**src/rtl/com_identify_pkg.sv**
```systemverilog
// Shared constants and state encodings for the command-frame parser.
package com_identify_pkg;

  localparam logic [7:0] HDR1_BYTE   = 8'hEB;
  localparam logic [7:0] HDR2_BYTE   = 8'h90;
  localparam logic [7:0] TYPE_DATA   = 8'h01;
  localparam logic [7:0] TYPE_SWITCH = 8'h5A;

  typedef enum logic [2:0] {
    RD_IDLE,
    RD_FETCH,
    RD_SETTLE,
    RD_EMIT,
    RD_CMD
  } rd_state_e;

  typedef enum logic [2:0] {
    PS_HDR1,
    PS_HDR2,
    PS_TYPE,
    PS_LEN,
    PS_PAYLOAD,
    PS_CSUM
  } ps_state_e;

endpackage

```
**src/rtl/com_frame_buf.sv**
```systemverilog
// Payload store: MAX_LEN x 8 registers, synchronous write, combinational read.
// Storage is deliberately unreset; contents are only read after being written by the current frame.
module com_frame_buf #(
  parameter int MAX_LEN = 16,
  parameter int AW      = $clog2(MAX_LEN)
) (
  input  logic          clk,
  input  logic          we_i,
  input  logic [AW-1:0] waddr_i,
  input  logic [7:0]    wdata_i,
  input  logic [AW-1:0] raddr_i,
  output logic [7:0]    rdata_o
);

  logic [7:0] mem_q [MAX_LEN];

  always_ff @(posedge clk) begin
    if (we_i) mem_q[waddr_i] <= wdata_i;
  end

  assign rdata_o = mem_q[raddr_i];

endmodule

```
**src/rtl/com_identify.sv**
```systemverilog
// Drains the receive FIFO after the frame gap (one byte per 2 cycles), validates EB 90 frames,
// forwards data payloads to the CPU UARTs and turns switch frames into force_swi/com_swi.
module com_identify
  import com_identify_pkg::*;
#(
  parameter int COUNTER_W = 5,
  parameter int MAX_LEN   = 16
) (
  input  logic                 clk,
  input  logic                 rst,
  input  logic [7:0]           rec_command,
  input  logic [COUNTER_W-1:0] com_count,
  input  logic                 command_time_out,
  output logic                 com_pop,
  output logic [7:0]           tdr_cpuAB,
  output logic                 tf_push_cpuAB,
  output logic                 force_swi,
  output logic                 com_swi,
  output logic                 error
);

  localparam int         AW        = $clog2(MAX_LEN);
  localparam int         LW        = $clog2(MAX_LEN + 1);
  localparam logic [7:0] MAX_LEN_B = 8'(MAX_LEN);

  rd_state_e       rd_q;
  ps_state_e       ps_q;
  logic [7:0]      type_q;
  logic [7:0]      csum_q;
  logic [7:0]      pay0_q;
  logic [LW-1:0]   len_q;
  logic [LW-1:0]   idx_q;
  logic [LW-1:0]   idx_nxt;
  logic            good_q;
  logic [7:0]      tdr_q;
  logic            push_q;
  logic            force_q;
  logic            swi_q;
  logic            err_q;
  logic            buf_we;
  logic [7:0]      buf_rdat;
  logic            type_ok;
  logic            fifo_has;

  assign idx_nxt  = idx_q + 1'b1;
  assign type_ok  = (type_q == TYPE_DATA) || (type_q == TYPE_SWITCH);
  assign fifo_has = (com_count != '0);
  assign buf_we   = (rd_q == RD_FETCH) && (ps_q == PS_PAYLOAD);

  com_frame_buf #(.MAX_LEN(MAX_LEN), .AW(AW)) u_buf (
    .clk     (clk),
    .we_i    (buf_we),
    .waddr_i (idx_q[AW-1:0]),
    .wdata_i (rec_command),
    .raddr_i (idx_q[AW-1:0]),
    .rdata_o (buf_rdat)
  );

  always_ff @(posedge clk or posedge rst) begin
    if (rst) begin
      rd_q    <= RD_IDLE;
      ps_q    <= PS_HDR1;
      type_q  <= '0;
      csum_q  <= '0;
      pay0_q  <= '0;
      len_q   <= '0;
      idx_q   <= '0;
      good_q  <= 1'b0;
      tdr_q   <= '0;
      push_q  <= 1'b0;
      force_q <= 1'b0;
      swi_q   <= 1'b0;
      err_q   <= 1'b0;
    end else begin
      push_q  <= 1'b0;
      force_q <= 1'b0;
      case (rd_q)
        RD_IDLE: begin
          if (command_time_out && fifo_has) rd_q <= RD_FETCH;
        end
        RD_FETCH: begin
          rd_q <= RD_SETTLE;
          case (ps_q)
            PS_HDR1: begin
              if (rec_command == HDR1_BYTE) ps_q <= PS_HDR2;
            end
            PS_HDR2: begin
              if (rec_command == HDR2_BYTE)      ps_q <= PS_TYPE;
              else if (rec_command != HDR1_BYTE) ps_q <= PS_HDR1;
            end
            PS_TYPE: begin
              type_q <= rec_command;
              csum_q <= rec_command;
              ps_q   <= PS_LEN;
            end
            PS_LEN: begin
              // Switch frames carry exactly one payload byte; anything else is rejected here.
              if ((rec_command > MAX_LEN_B) || !type_ok ||
                  ((type_q == TYPE_SWITCH) && (rec_command != 8'd1))) begin
                err_q <= 1'b1;
                ps_q  <= PS_HDR1;
              end else begin
                len_q  <= rec_command[LW-1:0];
                csum_q <= csum_q + rec_command;
                idx_q  <= '0;
                ps_q   <= (rec_command == 8'd0) ? PS_CSUM : PS_PAYLOAD;
              end
            end
            PS_PAYLOAD: begin
              csum_q <= csum_q + rec_command;
              if (idx_q == '0) pay0_q <= rec_command;
              idx_q <= idx_nxt;
              if (idx_nxt == len_q) ps_q <= PS_CSUM;
            end
            PS_CSUM: begin
              if (rec_command == csum_q) good_q <= 1'b1;
              else                       err_q  <= 1'b1;
              ps_q <= PS_HDR1;
            end
            default: ps_q <= PS_HDR1;
          endcase
        end
        RD_SETTLE: begin
          if (good_q) begin
            good_q <= 1'b0;
            idx_q  <= '0;
            rd_q   <= (type_q == TYPE_DATA) ? RD_EMIT : RD_CMD;
          end else if (fifo_has) begin
            rd_q <= RD_FETCH;
          end else begin
            rd_q <= RD_IDLE;
            if ((ps_q != PS_HDR1) && command_time_out) begin
              err_q <= 1'b1;
              ps_q  <= PS_HDR1;
            end
          end
        end
        RD_EMIT: begin
          if (len_q != '0) begin
            push_q <= 1'b1;
            tdr_q  <= buf_rdat;
          end
          idx_q <= idx_nxt;
          if ((len_q == '0) || (idx_nxt == len_q)) begin
            err_q <= 1'b0;
            rd_q  <= fifo_has ? RD_FETCH : RD_IDLE;
          end
        end
        RD_CMD: begin
          if (pay0_q[7:1] == 7'd0) begin
            swi_q   <= pay0_q[0];
            force_q <= 1'b1;
            err_q   <= 1'b0;
          end else begin
            err_q <= 1'b1;
          end
          rd_q <= fifo_has ? RD_FETCH : RD_IDLE;
        end
        default: rd_q <= RD_IDLE;
      endcase
    end
  end

  assign com_pop       = (rd_q == RD_FETCH);
  assign tdr_cpuAB     = tdr_q;
  assign tf_push_cpuAB = push_q;
  assign force_swi     = force_q;
  assign com_swi       = swi_q;
  assign error         = err_q;

endmodule

```
**config.mk**
```make
export PLATFORM = sky130hd
export DESIGN_NAME = com_identify
export DESIGN_NICKNAME = d
export VERILOG_FILES = /design/src/rtl/com_identify_pkg.sv /design/src/rtl/com_frame_buf.sv /design/src/rtl/com_identify.sv
export SDC_FILE = /design/constraint.sdc
export NUM_CORES = 1
export LEC_CHECK = 0
export BUFFER_PORTS_ARGS = -buffer_cell sky130_fd_sc_hd__buf_2
export CORE_MARGIN = 3
export CORE_UTILIZATION = 40
export CTS_CLUSTER_DIAMETER = 60
export DETAILED_ROUTE_END_ITERATION = 10
export HOLD_SLACK_MARGIN = 0.05
export PLACE_DENSITY_LB_ADDON = 0.25
export REMOVE_ABC_BUFFERS = 1
export SYNTH_ARGS = -nofsm -noshare
export SYNTH_HDL_FRONTEND = slang
export SYNTH_SLANG_ARGS = --single-unit
```
**constraint.sdc**
```tcl
create_clock -name clk -period 4 [get_ports clk]
set_input_delay 0.4 -clock clk [delete_from_list [all_inputs] [get_ports clk]]
set_output_delay 0.4 -clock clk [all_outputs]
set_load 0.01 [all_outputs]
```
==> results.tsv <==
stage	metric	value	unit
logic_synthesis	ys_dominant_reg_cell	sky130_fd_sc_hd__edfxtp_1	
finish	area_growth	14.0	%
sta	setup-tns-final	0	ps
cts	max-clock-path-buffers	2	
pwr	cellPowerDensity	555	mW/mm²
sta	upper_clock_frequency_limit	0.346	GHz
run	cap_violations	0	
global_routing	pin_count_of_the_biggest_net_entering_global_routing	39	
setup_path	timing.critical_path.cells	buf_4 -> ha_1 -> nand3_1 -> or3_1 -> a2111oi_0 -> buf_4 -> nor2_1 -> a311o_1	
sta	worstMarginPinSlew	1020	ps
place	place_hpwl	11000	µm
cts	cts_buffers	17	
sta	final.period_utilization	72.4	%
cts	cts_htree_levels	4	
floorplan	die-area	0.0217	mm²
drt	vias	4534	
cts	clock_latency	430	ps
logic_synthesis	postSynthRegisterBits	181	
pwr	power	5.05	mW
setup_path	crit_required	4310	ps
setup_path	crit_path_max_incr_delay	540	ps
logic_synthesis	synthAdderAreaFrac	1.98	%
global_routing	vias_in_the_first_global_route	4641	
global_routing	wire_length_of_the_first_global_routing_pass	26500	µm
global_routing	gr-usage-all-layers	16.4	%
floorplan	core	0.0195	mm²
logic_synthesis	synth_top_family_by_area	multiplexers	
cts	cts.clk_slew.worst_paths	70	ps
setup_path	cp-startpoint	idx_q[1]	
setup_path	endpoint_kind	flip-flop	
finish	fillerInstances	1718	
sta	final_number_of_max_transition_violations	0	
logic_synthesis	synth_xor_area_share	1.32	%
hold_path	holdCritPathClass	in2reg	
drt	met3_wl_post_dr	639	µm
outcome	outcome	completed	
logic_synthesis	synth.area.mux_share	15.7	%
place	place.port_buffers	28	
drt	sum_of_met2_wire_segment_lengths_after_detailed_routing	8600	µm
sta	layout_setup_ws	1110	ps
drt	number_of_drc_violations_after_detailed_routing	0	
logic_synthesis	synth_compound_area_share	5.70	%
cts	cts_post_setup_buffers_inserted	0	
floorplan	pin_count	29	
logic_synthesis	synthesized_area_fraction_occupied_by_and_or_nand_nor_cells	8.49	%
sta	slew_headroom	31.6	%
hold_path	hold_start	com_count[4]	
floorplan	placementRows	51	
pwr	leakage	3.18	nW
setup_path	critical_path_arrival	3210	ps
finish	nets_final	574	
finish	area.sequential	0.00517	mm²
setup_path	critical_path_class	reg2reg	
place	finalWeightedCongestion	0.845	
place	pre_cts_ws	1090	ps
sta	rsz0062_at_grt	false	
drt	maxUsedRoutingLayer	met4	
setup_path	slowest_stage	sky130_fd_sc_hd__a2111oi_0	
finish	final_common_cell	sky130_fd_sc_hd__edfxtp_1	
pwr	ir_worst_vdd	0.310	mV
logic_synthesis	synthesis.area_per_instance	15.6	µm²
drt	detail_route.iter0.violations	199	
drt	postRouteAntennaNets	0	
setup_path	critical_path.max_fanout	25	
sta	setup_viol	0	
logic_synthesis	synth_area	0.00798	mm²
finish	mostFrequentLayoutCells	sky130_fd_sc_hd__edfxtp_1 (128), sky130_fd_sc_hd__dfrtp_1 (52), sky130_fd_sc_hd__mux4_2 (40)	
cts	number_of_clock_sinks_seen_by_cts	181	
cts	clk_root_buffer_cell	sky130_fd_sc_hd__clkbuf_16	
floorplan	chipWidth	147	µm
setup_path	r2r-start	idx_q[1]	
sta	hold_viol_final	0	
floorplan	chipHeight	147	µm
global_routing	initial_antenna_violation_count	0	
logic_synthesis	netlist_instances	510	
floorplan	floorplan.initialDensity	40.8	%
logic_synthesis	ys_async_sr_fraction	29.3	%
logic_synthesis	synth_sequential_area_ratio	64.8	%
cts	tritoncts	built	
sta	max_clock_skew	7.56	ps
drt	post_drt_wl_per_cell	20.6	µm
setup_path	cp-start-kind	flip-flop	
logic_synthesis	yosys_warnings	0	
drt	detail_route.vias_per_cell	5.50	
setup_path	critical-path-top-cell-by-count	sky130_fd_sc_hd__buf_4	
global_routing	grt_overflow	0	
finish	final_layout_size_suffix_gt1_share	26.3	%
sta	final_period_minus_worst_setup_slack	2890	ps
drt	total_wirelength	17000	µm
drt	drt_pre_antenna_iters	5	
logic_synthesis	synth_enable_flop_cells	128	
finish	multiInputGateArea	0.00265	mm²
drt	wirelength_met1	7450	µm
logic_synthesis	ys_types	63	
==> kinds of logic after synthesis <==
kind of cell	Yosys count
AOI/OAI and AO/OA	61
muxes	72
and+or+nand+nor	131
DFF	181
adders and majority gates	12
xor gates and xnor gates	12
buffers and inverters	41
==> state kept, by name, summed over array words and instances (netlist names), 3 cells and up <==
register / count
csum_q: 8
idx_q: 5
len_q: 5
pay0_q: 8
ps_q: 3
rd_q: 3
tdr_cpuAB: 8
type_q: 8
u_buf.mem_q: 128
==> power breakdown <==
part	internal [mW]	total, mW	switching (mW)
Sequential	2.10	2.22	0.117
Combinational	0.527	1.06	0.531
Clock	1.02	1.77	0.747
==> stage by stage <==
stage	cells	util, %	hold WS (ps)	cell area [µm²]
2_1_floorplan	486	-	434	7880
3_3_place_gp	791	43.2	390	8440
3_5_place_dp	791	43.2	388	8440
4_1_cts	824	46.5	315	9090
5_1_grt	824	46.5	355	9090
6_report	825	46.6	329	9090
==> Yosys cell counts, drive strengths merged, types with 4 or more instances <==
library cell / number / area (µm²)
xnor2: 9 / 78.8
or4: 4 / 30.0
or2: 4 / 25.0
mux2: 26 / 293
nor2b: 5 / 31.3
o211ai: 4 / 35.0
mux2i: 6 / 60.1
dfrtp: 53 / 1330
ha: 11 / 138
o31ai: 4 / 40.0
edfxtp: 128 / 3840
nor2: 32 / 120
o21ai: 25 / 129
nand3: 10 / 50.1
nand2b: 6 / 37.5
a21oi: 5 / 28.8
buf: 6 / 26.3
mux4: 40 / 901
inv: 17 / 63.8
nor3: 12 / 60.1
nor4: 6 / 52.6
nand2: 34 / 128
or3: 4 / 25.0
nor3b: 5 / 48.8
clkbuf: 18 / 67.6
==> worst paths after layout <==
check | cells past startpoint | to | slack, ps
min reg2reg | 2 | com_swi | 480
max | 8 | rd_q[1] | 1110
max reg2reg | 8 | rd_q[1] | 1110
max in group asynchronous | 4 | idx_q[0] | 2640
min in group asynchronous | 3 | csum_q[2] | 490
min | 4 | rd_q[0] | 330
==> what timing repair did <==
action	in CTS	in global routing
endpoints found under the hold margin	15	0
hold buffers	1	0
gates resized for setup	0	0
==> per-layer routing <==
| metal | global-route usage (%) | vias to the layer above |
|---|---|---|
| met5 | 0 | - |
| met1 | 22.1 | 2349 |
| met3 | 3.86 | 24 |
| met2 | 26.8 | 105 |
| met4 | 4.89 | 0 |
| li1 | - | 2056 |
==> worst max-delay path: cells and delay by family, from the launching register on <==
kind / cells / cell delay (ps)
AND/OR/NAND/NOR: 3 / 590
adder cells (fa/ha/maj): 1 / 400
flip-flops: 1 / 350
AO/OA/AOI/OAI: 2 / 870
buffers and inverters: 2 / 570
==> cell type report <==
cell class / instances / area share [%]
antenna: 1 / 0.0275
clock buffer: 19 / 4.87
clock inverter: 13 / 2.11
inverter: 17 / 0.702
multi-input combinational: 288 / 29.1
sequential: 181 / 56.9
tap: 265 / 3.65
timing repair buffer: 41 / 2.64
Note: power is estimated with default switching activity, not from simulation.
